===== config.mk =====
export PLATFORM = sky130hd
export DESIGN_NAME = rom_p2_arbiter
export DESIGN_NICKNAME = d
export VERILOG_FILES = /design/src/rtl/rom_p2_arbiter.sv
export SDC_FILE = /design/constraint.sdc
export NUM_CORES = 1
export LEC_CHECK = 0
export ABC_AREA = 1
export CORE_MARGIN = 5
export CORE_UTILIZATION = 37
export CTS_BUF_LIST = sky130_fd_sc_hd__clkbuf_8
export DETAILED_ROUTE_END_ITERATION = 8
export PLACE_DENSITY = 0.95
export RECOVER_POWER = 25
export SYNTH_ARGS = -nofsm -noshare
export SYNTH_HDL_FRONTEND = slang
export SYNTH_SLANG_ARGS = --single-unit

===== constraint.sdc =====
create_clock -name i_clk -period 9.1 [get_ports i_clk]
set_clock_uncertainty 0.15 [all_clocks]
set_input_delay 2.275 -clock i_clk [delete_from_list [all_inputs] [get_ports i_clk]]
set_output_delay 2.275 -clock i_clk [all_outputs]
set_load 0.02 [all_outputs]

===== src/rtl/rom_p2_arbiter.sv =====
// ROM port-2 arbiter: shares one 32-bit read port between the memory-stage load path (req0)
// and the debug readback path (req1), with starvation protection and fixed-latency responses.
module rom_p2_arbiter #(
    parameter int unsigned ROM_SIZE     = 4096,
    parameter int unsigned RD_LATENCY   = 1,
    parameter int unsigned STARVE_LIMIT = 8
) (
    input  logic        i_clk,
    input  logic        i_rst,
    input  logic        i_req0_valid,
    input  logic [31:0] i_req0_addr,
    output logic        o_req0_ready,
    output logic        o_rsp0_valid,
    output logic [31:0] o_rsp0_data,
    output logic        o_rsp0_err,
    input  logic        i_req1_valid,
    input  logic [31:0] i_req1_addr,
    output logic        o_req1_ready,
    output logic        o_rsp1_valid,
    output logic [31:0] o_rsp1_data,
    output logic        o_rsp1_err,
    output logic        o_mem_stall,
    output logic        o_rom_p2_clk,
    output logic        o_rom_p2_en,
    output logic [31:0] o_rom_p2_addr,
    input  logic [31:0] i_rom_p2_rd
);

    localparam int unsigned Last      = RD_LATENCY - 1;
    localparam logic [7:0]  StarveMax = 8'(STARVE_LIMIT);

    logic [7:0]            starve_cnt_q;
    logic [31:0]           addr_q;
    logic [RD_LATENCY-1:0] pv_q, pid_q, perr_q;

    logic        force1, grant0, grant1;
    logic        acc_valid, acc_err, rom_en, rsp_fire;
    logic [31:0] acc_addr, rsp_data;

    always_comb begin
        force1    = i_req1_valid && (starve_cnt_q == StarveMax);
        grant0    = !i_rst && i_req0_valid && !force1;
        grant1    = !i_rst && i_req1_valid && (!i_req0_valid || force1);
        acc_valid = grant0 || grant1;
        acc_addr  = grant1 ? i_req1_addr : i_req0_addr;
        acc_err   = (acc_addr[1:0] != 2'b00) || (acc_addr >= ROM_SIZE);
        rom_en    = acc_valid && !acc_err;
    end

    assign o_req0_ready = grant0;
    assign o_req1_ready = grant1;
    assign o_mem_stall  = !i_rst && i_req0_valid && !grant0;
    assign o_rom_p2_clk = i_clk;
    assign o_rom_p2_en  = rom_en;

    // Idle cycles keep presenting the last issued address.
    always_comb begin
        o_rom_p2_addr = addr_q;
        if (i_rst) begin
            o_rom_p2_addr = 32'h0;
        end else if (rom_en) begin
            o_rom_p2_addr = {acc_addr[31:2], 2'b00};
        end
    end

    always_ff @(posedge i_clk) begin
        if (i_rst) begin
            starve_cnt_q <= 8'h0;
            addr_q       <= 32'h0;
        end else begin
            if (!i_req1_valid || grant1) begin
                starve_cnt_q <= 8'h0;
            end else if (starve_cnt_q != StarveMax) begin
                starve_cnt_q <= starve_cnt_q + 8'h1;
            end
            if (rom_en) begin
                addr_q <= {acc_addr[31:2], 2'b00};
            end
        end
    end

    // Clearing the pipeline on reset drops any read still in flight.
    always_ff @(posedge i_clk) begin
        if (i_rst) begin
            pv_q   <= '0;
            pid_q  <= '0;
            perr_q <= '0;
        end else begin
            pv_q[0]   <= acc_valid;
            pid_q[0]  <= grant1;
            perr_q[0] <= acc_err;
            for (int i = 1; i < int'(RD_LATENCY); i++) begin
                pv_q[i]   <= pv_q[i-1];
                pid_q[i]  <= pid_q[i-1];
                perr_q[i] <= perr_q[i-1];
            end
        end
    end

    always_comb begin
        rsp_fire     = !i_rst && pv_q[Last];
        rsp_data     = (rsp_fire && !perr_q[Last]) ? i_rom_p2_rd : 32'h0;
        o_rsp0_valid = rsp_fire && !pid_q[Last];
        o_rsp1_valid = rsp_fire && pid_q[Last];
        o_rsp0_data  = o_rsp0_valid ? rsp_data : 32'h0;
        o_rsp1_data  = o_rsp1_valid ? rsp_data : 32'h0;
        o_rsp0_err   = o_rsp0_valid && perr_q[Last];
        o_rsp1_err   = o_rsp1_valid && perr_q[Last];
    end

endmodule


== Word level (Yosys, flattened, before mapping) ==
Index checks and enable logic that the tools add are counted.

* Add/sub/neg operators: 1
* Magnitude comparators: 1
* Equality and inequality tests: 2
* Muxes and demuxes: 6
* Reductions and logical operators: 27

{| class="wikitable"
|+ Operators with widths
! cell !! number
|-
| 32-bit two-way mux || 6
|-
| 32-bit by 13-bit greater-or-equal comparator with 1-bit output, second input constant || 1
|-
| 1-bit logical AND || 13
|-
| 8-bit by 1-bit adder with 8-bit output, second input constant || 1
|-
| 8-bit by 4-bit equality test with 1-bit output, second input constant || 1
|-
| 1-bit logical NOT || 8
|-
| 8-bit by 4-bit != test with 1-bit output, second input constant || 1
|-
| 1-bit logical OR || 4
|-
| 2-bit nonzero test || 1
|-
| 2-bit OR reduction || 1
|}

* Bits in registers: 43
* Bits of input ports: 100
* Output and inout bits: 105
* Logic and storage cells: 42

== Longest topological paths before layout ==
Gate-level depths: netlist (run 1).

* Word-level depth: 11
* Mapped depth: 17
* Mapped depth without buffers: 15

==> results.yml, run 1 <==
finish:
  nets: 723
  areaGrowthSynthToFinish_pct: 85.3
  nFillCells: 587
  fin_util_pct: 70.2
  drive_gt1_share_pct: 3.06
  diodes: 0
  fin_cells: 717
  final_cell_area_sq_um: 4770
yosys:
  yosys_register_bits: 43
  synthCells: 431
  yosys_most_used_dff: "dfxtp_1"
  ys_top_cells_by_area: "dfxtp_1, nand2_1, nor2_1"
  synth-edff-count: 0
  postSynth.asyncResetShare_pct: 0
  synth-seq-area-share_pct: 33.4
  syn_area_per_cell_sq_um: 5.97
  synth_cell_types: 26
  synthTopCellsByCount: "nand2_1, nor2_1, inv_1"
  syn-num-nets: 533
  synth_area_leader_cell: "dfxtp_1"
  ys_warn_count: 0
  syn_area_sq_um: 2570
  synthMostInstantiatedCell: "nand2_1"
  synth_top_area_share_pct: 33.4
power:
  seqPwrFrac_pct: 40.1
  p_sw_share_pct: 24.6
  switchingPower_uw: 117
  combPwrFrac_pct: 20.2
  intPower_uw: 360
  power.share.clock_pct: 39.8
  vdd_drop_max_v: 0.000156
  power_leakage_nw: 2.06
  p_per_area_nw_per_um2: 100
critical_path:
  crit_fanout: 33
  worst-r2r-cell-count: 14
  required_ps: 6680
  end_kind: "output port"
  cpMaxStageDelayCell: "clkbuf_1"
  path_cells: "dlygate4sd3_1 -> clkbuf_1 -> inv_1 -> nand2_1 -> o21ai_1 -> nand3_4 -> nand2_1 -> nor2_1 -> clkdlybuf4s50_1"
  cp.arrival_ps: 6210
  reg2reg_setup_slack_ps: 5780
  slowest_delay_ps: 820
  critPathMostFrequentCell: "nand2_1"
  worstSetupPathType: "input port to output port"
  timing.rr.start: "starve_cnt_q[0]"
  r2r_end: "addr_q[8]"
  worst_setup_path_start_kind: "input port"
global_route:
  grt_max_degree: 37
  grt_pass1_vias: 3242
  antenna_found_initial: 0
  grt_pass1_wl_um: 16100
  grt.overflow.total: 0
  grt_usage_pct: 23.1
die:
  chipWidth_um: 93.4
  start_util_pct: 37.9
  core-area_sq_um: 6790
  io_pins: 205
  die-area_sq_um: 8720
  fp.dieH_um: 93.4
  rows: 30
drt:
  firstDrtPassIters: 4
  post_drt_wl_per_cell_um: 14.7
  drt_iter0_drc: 177
  viasPerCell: 4.64
  route.vias.total: 3326
  ant_nets: 0
  route.detailed.drc: 0
  routed_wl_um: 10500
placement:
  gp_congestion: 0.860
  pre_cts_slack_ps: 473
  place_area_sq_um: 4620
  dpl.hpwl_um: 8440
  numPortBuffers: 204
  placed_cells: 707
clocking:
  cts_setup_buffers: 0
  hold_buffers: 0
  insertion_delay_ps: 390
  path_clk_slew_ps: 70
  cts_resized: 0
  cts_tree: "done"
min_path:
  hold_path_end: "addr_q[29]"
  hold_depth: 2
  hp-start: "addr_q[29]"
  hp-class: "register to register"
sta:
  rsz0062_at_grt: "no"
  fmax_mhz: 116
  hold_viol: 0
  slew_headroom_pct: 20.4
  post-route-period-util_pct: 94.9
  timing.final.crit_period_ps: 8640
  setup_viol: 0
  setup_tns_ps: 0
  finalWorstSetupSlack_ps: 460
  worst_slew_pin_slew_ps: 1190
  finalMaxSlewViolations: 0
job:
  maxCapViolations: 0
status:
  status: "completed"
-- per-layer routing --
| layer | wire (um) | part of all wire (%) | vias to the layer above | track usage [%] |
|---|---|---|---|---|
| met5 | 0 | 0 | - | 0 |
| met4 | 150 | 1.4 | 0 | 6.11 |
| met3 | 727 | 6.9 | 12 | 5.55 |
| met2 | 5800 | 55 | 120 | 44.8 |
| met1 | 3840 | 36 | 1508 | 24.6 |
| li1 | - | - | 1686 | - |
-- placed cells by master (no fill, tap or decap), drive strengths merged, types with 2 or more instances in the layout --
cell type / instances
clkbuf: 9
nand3: 13
ha: 2
dfxtp: 43
clkdlybuf4s50: 203
mux2i: 10
nand3b: 7
nor3b: 3
nor3: 7
o21ai: 5
and3: 3
or2: 2
nor2: 115
nand2: 131
inv: 49
a21oi: 6
nand4: 10
-- how the worst max path moves through the flow --
| stage | start | slack (ps) | cells after the start | end |
|---|---|---|---|---|
| after floorplan | i_clk | 1990 | 1 | o_rom_p2_clk |
| after global placement | i_req1_valid | 610 | 12 | o_rom_p2_addr[5] |
| after detailed placement | i_req1_valid | 470 | 12 | o_rom_p2_addr[5] |
| after CTS | i_req1_valid | 450 | 12 | o_rom_p2_addr[10] |
| after global routing | i_rst | 150 | 9 | o_rom_p2_addr[24] |
| final | i_rst | 460 | 9 | o_rom_p2_addr[24] |
-- flip-flops by register name (all words and copies together) (netlist names) --
register      flops
pv_q              1
addr_q           32
pid_q             1
starve_cnt_q      8
perr_q            1
-- metrics by stage --
stage | hold WS (ps) | power (mW)
after detailed placement | 275 | 0.306
after CTS | 287 | 0.482
after global routing | 307 | 0.500
after global placement | 274 | 0.305
final | 284 | 0.477
after floorplan | 267 | 0.245
-- cells by family (layout without fill, tap and decap cells) --
group                    Yosys count  after routing  share of synthesized area (%)
flip-flops                        43             43                           33.4
multiplexers                      10             10                           3.89
buffers and inverters             74            264                           12.0
AND/OR/NAND/NOR                  291            291                           47.1
AO/OA/AOI/OAI                     11             11                           2.58
adder cells (fa/ha/maj)            2              2                          0.972
-- area by class of cell --
type / instances / area [sq um] / share of cell area (%)
clock buffers: 9 / 120 / 2.52
clock inverters: 2 / 33.8 / 0.708
inverters: 49 / 184 / 3.86
multi-input cells: 314 / 1410 / 29.7
flip-flops and latches: 43 / 861 / 18.1
well taps: 96 / 120 / 2.52
repair buffers: 204 / 2040 / 42.7
-- worst max-delay path, delay by kind of cell --
family,cells,cell delay (ps)
simple gates,4,1000
buf+inv,4,2570
compound gates,1,350
-- power by group through the flow --
stage          combinational [mW]  clock (mW)  sequential, mW
3_5_place_dp               0.0959      0.0148           0.195
2_1_floorplan              0.0384      0.0128           0.194
3_3_place_gp               0.0948      0.0148           0.195
6_report                   0.0962       0.190           0.191
4_1_cts                    0.0965       0.195           0.191
5_1_grt                     0.104       0.205           0.191
Note: power is estimated with default switching activity, not from simulation.
==> run 2: changes to the inputs <==
--- a/config.mk
+++ b/config.mk
@@ -6,8 +6,10 @@
 export NUM_CORES = 1
 export LEC_CHECK = 0
 export ABC_AREA = 1
+export CELL_PAD_IN_SITES_DETAIL_PLACEMENT = 0
+export CELL_PAD_IN_SITES_GLOBAL_PLACEMENT = 2
 export CORE_MARGIN = 5
-export CORE_UTILIZATION = 37
+export CORE_UTILIZATION = 16
 export CTS_BUF_LIST = sky130_fd_sc_hd__clkbuf_8
 export DETAILED_ROUTE_END_ITERATION = 8
 export PLACE_DENSITY = 0.95
==> run 2 against run 1 <==
  * Global-route usage fell by 13 points
  * Sequential power barely moved
  * Clock power rose by 10%
  * Sequential cell count did not move
  * Via count fell by 4.4%
  * Clock-buffer cell count rose by 1
  * Register-to-register slack got worse by 320 ps
  * Critical path type unchanged
  * Fmax rose by 1.5%
  * Final cell count rose by 18%
  * Hold slack improved by 4.1 ps
  * Setup slack improved by 130 ps
  * First-iteration DRC count fell by 41%
==> results.yml, run 2 (synthesis results as in run 1) <==
finish:
  nets: 729
  areaGrowthSynthToFinish_pct: 93.2
  final_cell_area_sq_um: 4970
  diodes: 0
  drive_gt1_share_pct: 4.46
  final_cell_mix: "clkdlybuf4s50_1, nand2_1, nor2_1, inv_1, dfxtp_1"
  reg_top3: "addr_q x32, starve_cnt_q x8"
  fin_util_pct: 31.4
  fin_cells: 844
  final_common_cell: "clkdlybuf4s50_1"
  top_register: "addr_q"
  largest_reg_flops: 32
clocking:
  path_clk_slew_ps: 90
  hold_buffers: 0
  cts_resized: 0
  cts_setup_buffers: 0
  cts_tree: "done"
  insertion_delay_ps: 400
critical_path:
  reg2reg_setup_slack_ps: 5460
  path_cells: "dlygate4sd3_1 -> nor2_2 -> buf_4 -> nand2_4 -> nand2_1 -> nand2_1 -> nor2_1 -> nand3_1 -> nor2_2 -> nand3_2 -> nand2_1 -> inv_1 -> nor2_1 -> clkdlybuf4s50_1"
  slowest_delay_ps: 670
  worstSetupPathType: "input port to output port"
  crit_family: "simple AND/OR/NAND/NOR gates"
  path_buf_inv: 4
  cpMaxStageDelayCell: "nand3_2"
  end_kind: "output port"
  timing.rr.start: "starve_cnt_q[0]"
  cp.arrival_ps: 6080
  r2r_end: "addr_q[3]"
  required_ps: 6680
  worst-r2r-cell-count: 14
  worst_setup_path_start_kind: "input port"
  critPathMostFrequentCell: "nand2_1"
  crit_fanout: 36
power:
  vdd_drop_max_v: 0.0000583
  power_uw: 499
  power_leakage_nw: 2.09
  p_per_area_nw_per_um2: 100
placement:
  pre_cts_slack_ps: 483
  placed_cells: 833
  dpl.hpwl_um: 8470
  gp_congestion: 0.773
  numPortBuffers: 204
  place_area_sq_um: 4810
min_path:
  hp-start: "addr_q[26]"
  hold_depth: 2
  hold_path_end: "addr_q[26]"
  hp-class: "register to register"
sta:
  setup_viol: 0
  finalWorstSetupSlack_ps: 590
  fmax_mhz: 118
  rsz0062_at_grt: "no"
  post-route-period-util_pct: 93.5
  slew_headroom_pct: 28.7
  timing.final.crit_period_ps: 8510
  worst_slew_pin_slew_ps: 1070
  hold_viol: 0
  finalMaxSlewViolations: 0
  whs_ps: 288
  setup_tns_ps: 0
drt:
  route.vias.total: 3181
  drt_iter0_drc: 105
  route.detailed.drc: 0
  post_drt_wl_per_cell_um: 12.5
  routed_wl_um: 10600
  ant_nets: 0
  firstDrtPassIters: 4
  viasPerCell: 3.77
job:
  maxCapViolations: 0
die:
  rows: 46
  chipWidth_um: 137
  fp.dieH_um: 137
  core-area_sq_um: 15800
  io_pins: 205
  die-area_sq_um: 18700
  start_util_pct: 16.3
global_route:
  grt.overflow.total: 0
  grt_usage_pct: 10.5
  antenna_found_initial: 0
  grt_max_degree: 37
  grt_pass1_vias: 3025
  grt_pass1_wl_um: 15400
status:
  status: "completed"
run 2: layout make-up:
class                   count  area (sq um)
fillers                  1732         10900
repair buffers            210          2080
inverters                  49           184
flip-flops and latches     43           861
well taps                 216           270
clock buffers              10           134
clock inverters             2          38.8
multi-input cells         314          1410
run 2: worst reg2reg max path, stage by stage, from the launching register on:
cell	delay [ps]
dfxtp_1	330
inv_1	80
ha_1	140
nand3_1	140
o21ai_4	400
nand2_4	360
nand2_1	160
nand2_1	60
nor2_1	110
nand3_1	90
nor2_2	440
nand3_2	670
nand2_1	230
inv_1	50
nor2_1	170
run 2: worst max-delay path by stage:
stage | startpoint | end | slack, ps | cells past startpoint
6_report | i_rst | o_rom_p2_addr[8] | 590 | 14
5_1_grt | i_rst | o_rom_p2_addr[5] | 190 | 14
4_1_cts | i_req1_valid | o_rom_p2_addr[8] | 490 | 15
3_5_place_dp | i_req1_valid | o_rom_p2_addr[8] | 480 | 15
3_3_place_gp | i_rst | o_rom_p2_addr[6] | 600 | 15
2_1_floorplan | i_clk | o_rom_p2_clk | 1990 | 1
run 2: routing by layer:
metal | vias up | track usage, % | routed length (um)
met3 | 10 | 2.87 | 901
met5 | - | 0 | 0
met2 | 120 | 19.7 | 5310
li1 | 1701 | - | -
met4 | 0 | 2.77 | 111
met1 | 1350 | 11.5 | 4260
run 2: report_power, final:
group          switching (mW)  internal, mW
registers            0.000468         0.189
logic                  0.0429        0.0571
clock network          0.0835         0.126
total                   0.127         0.372
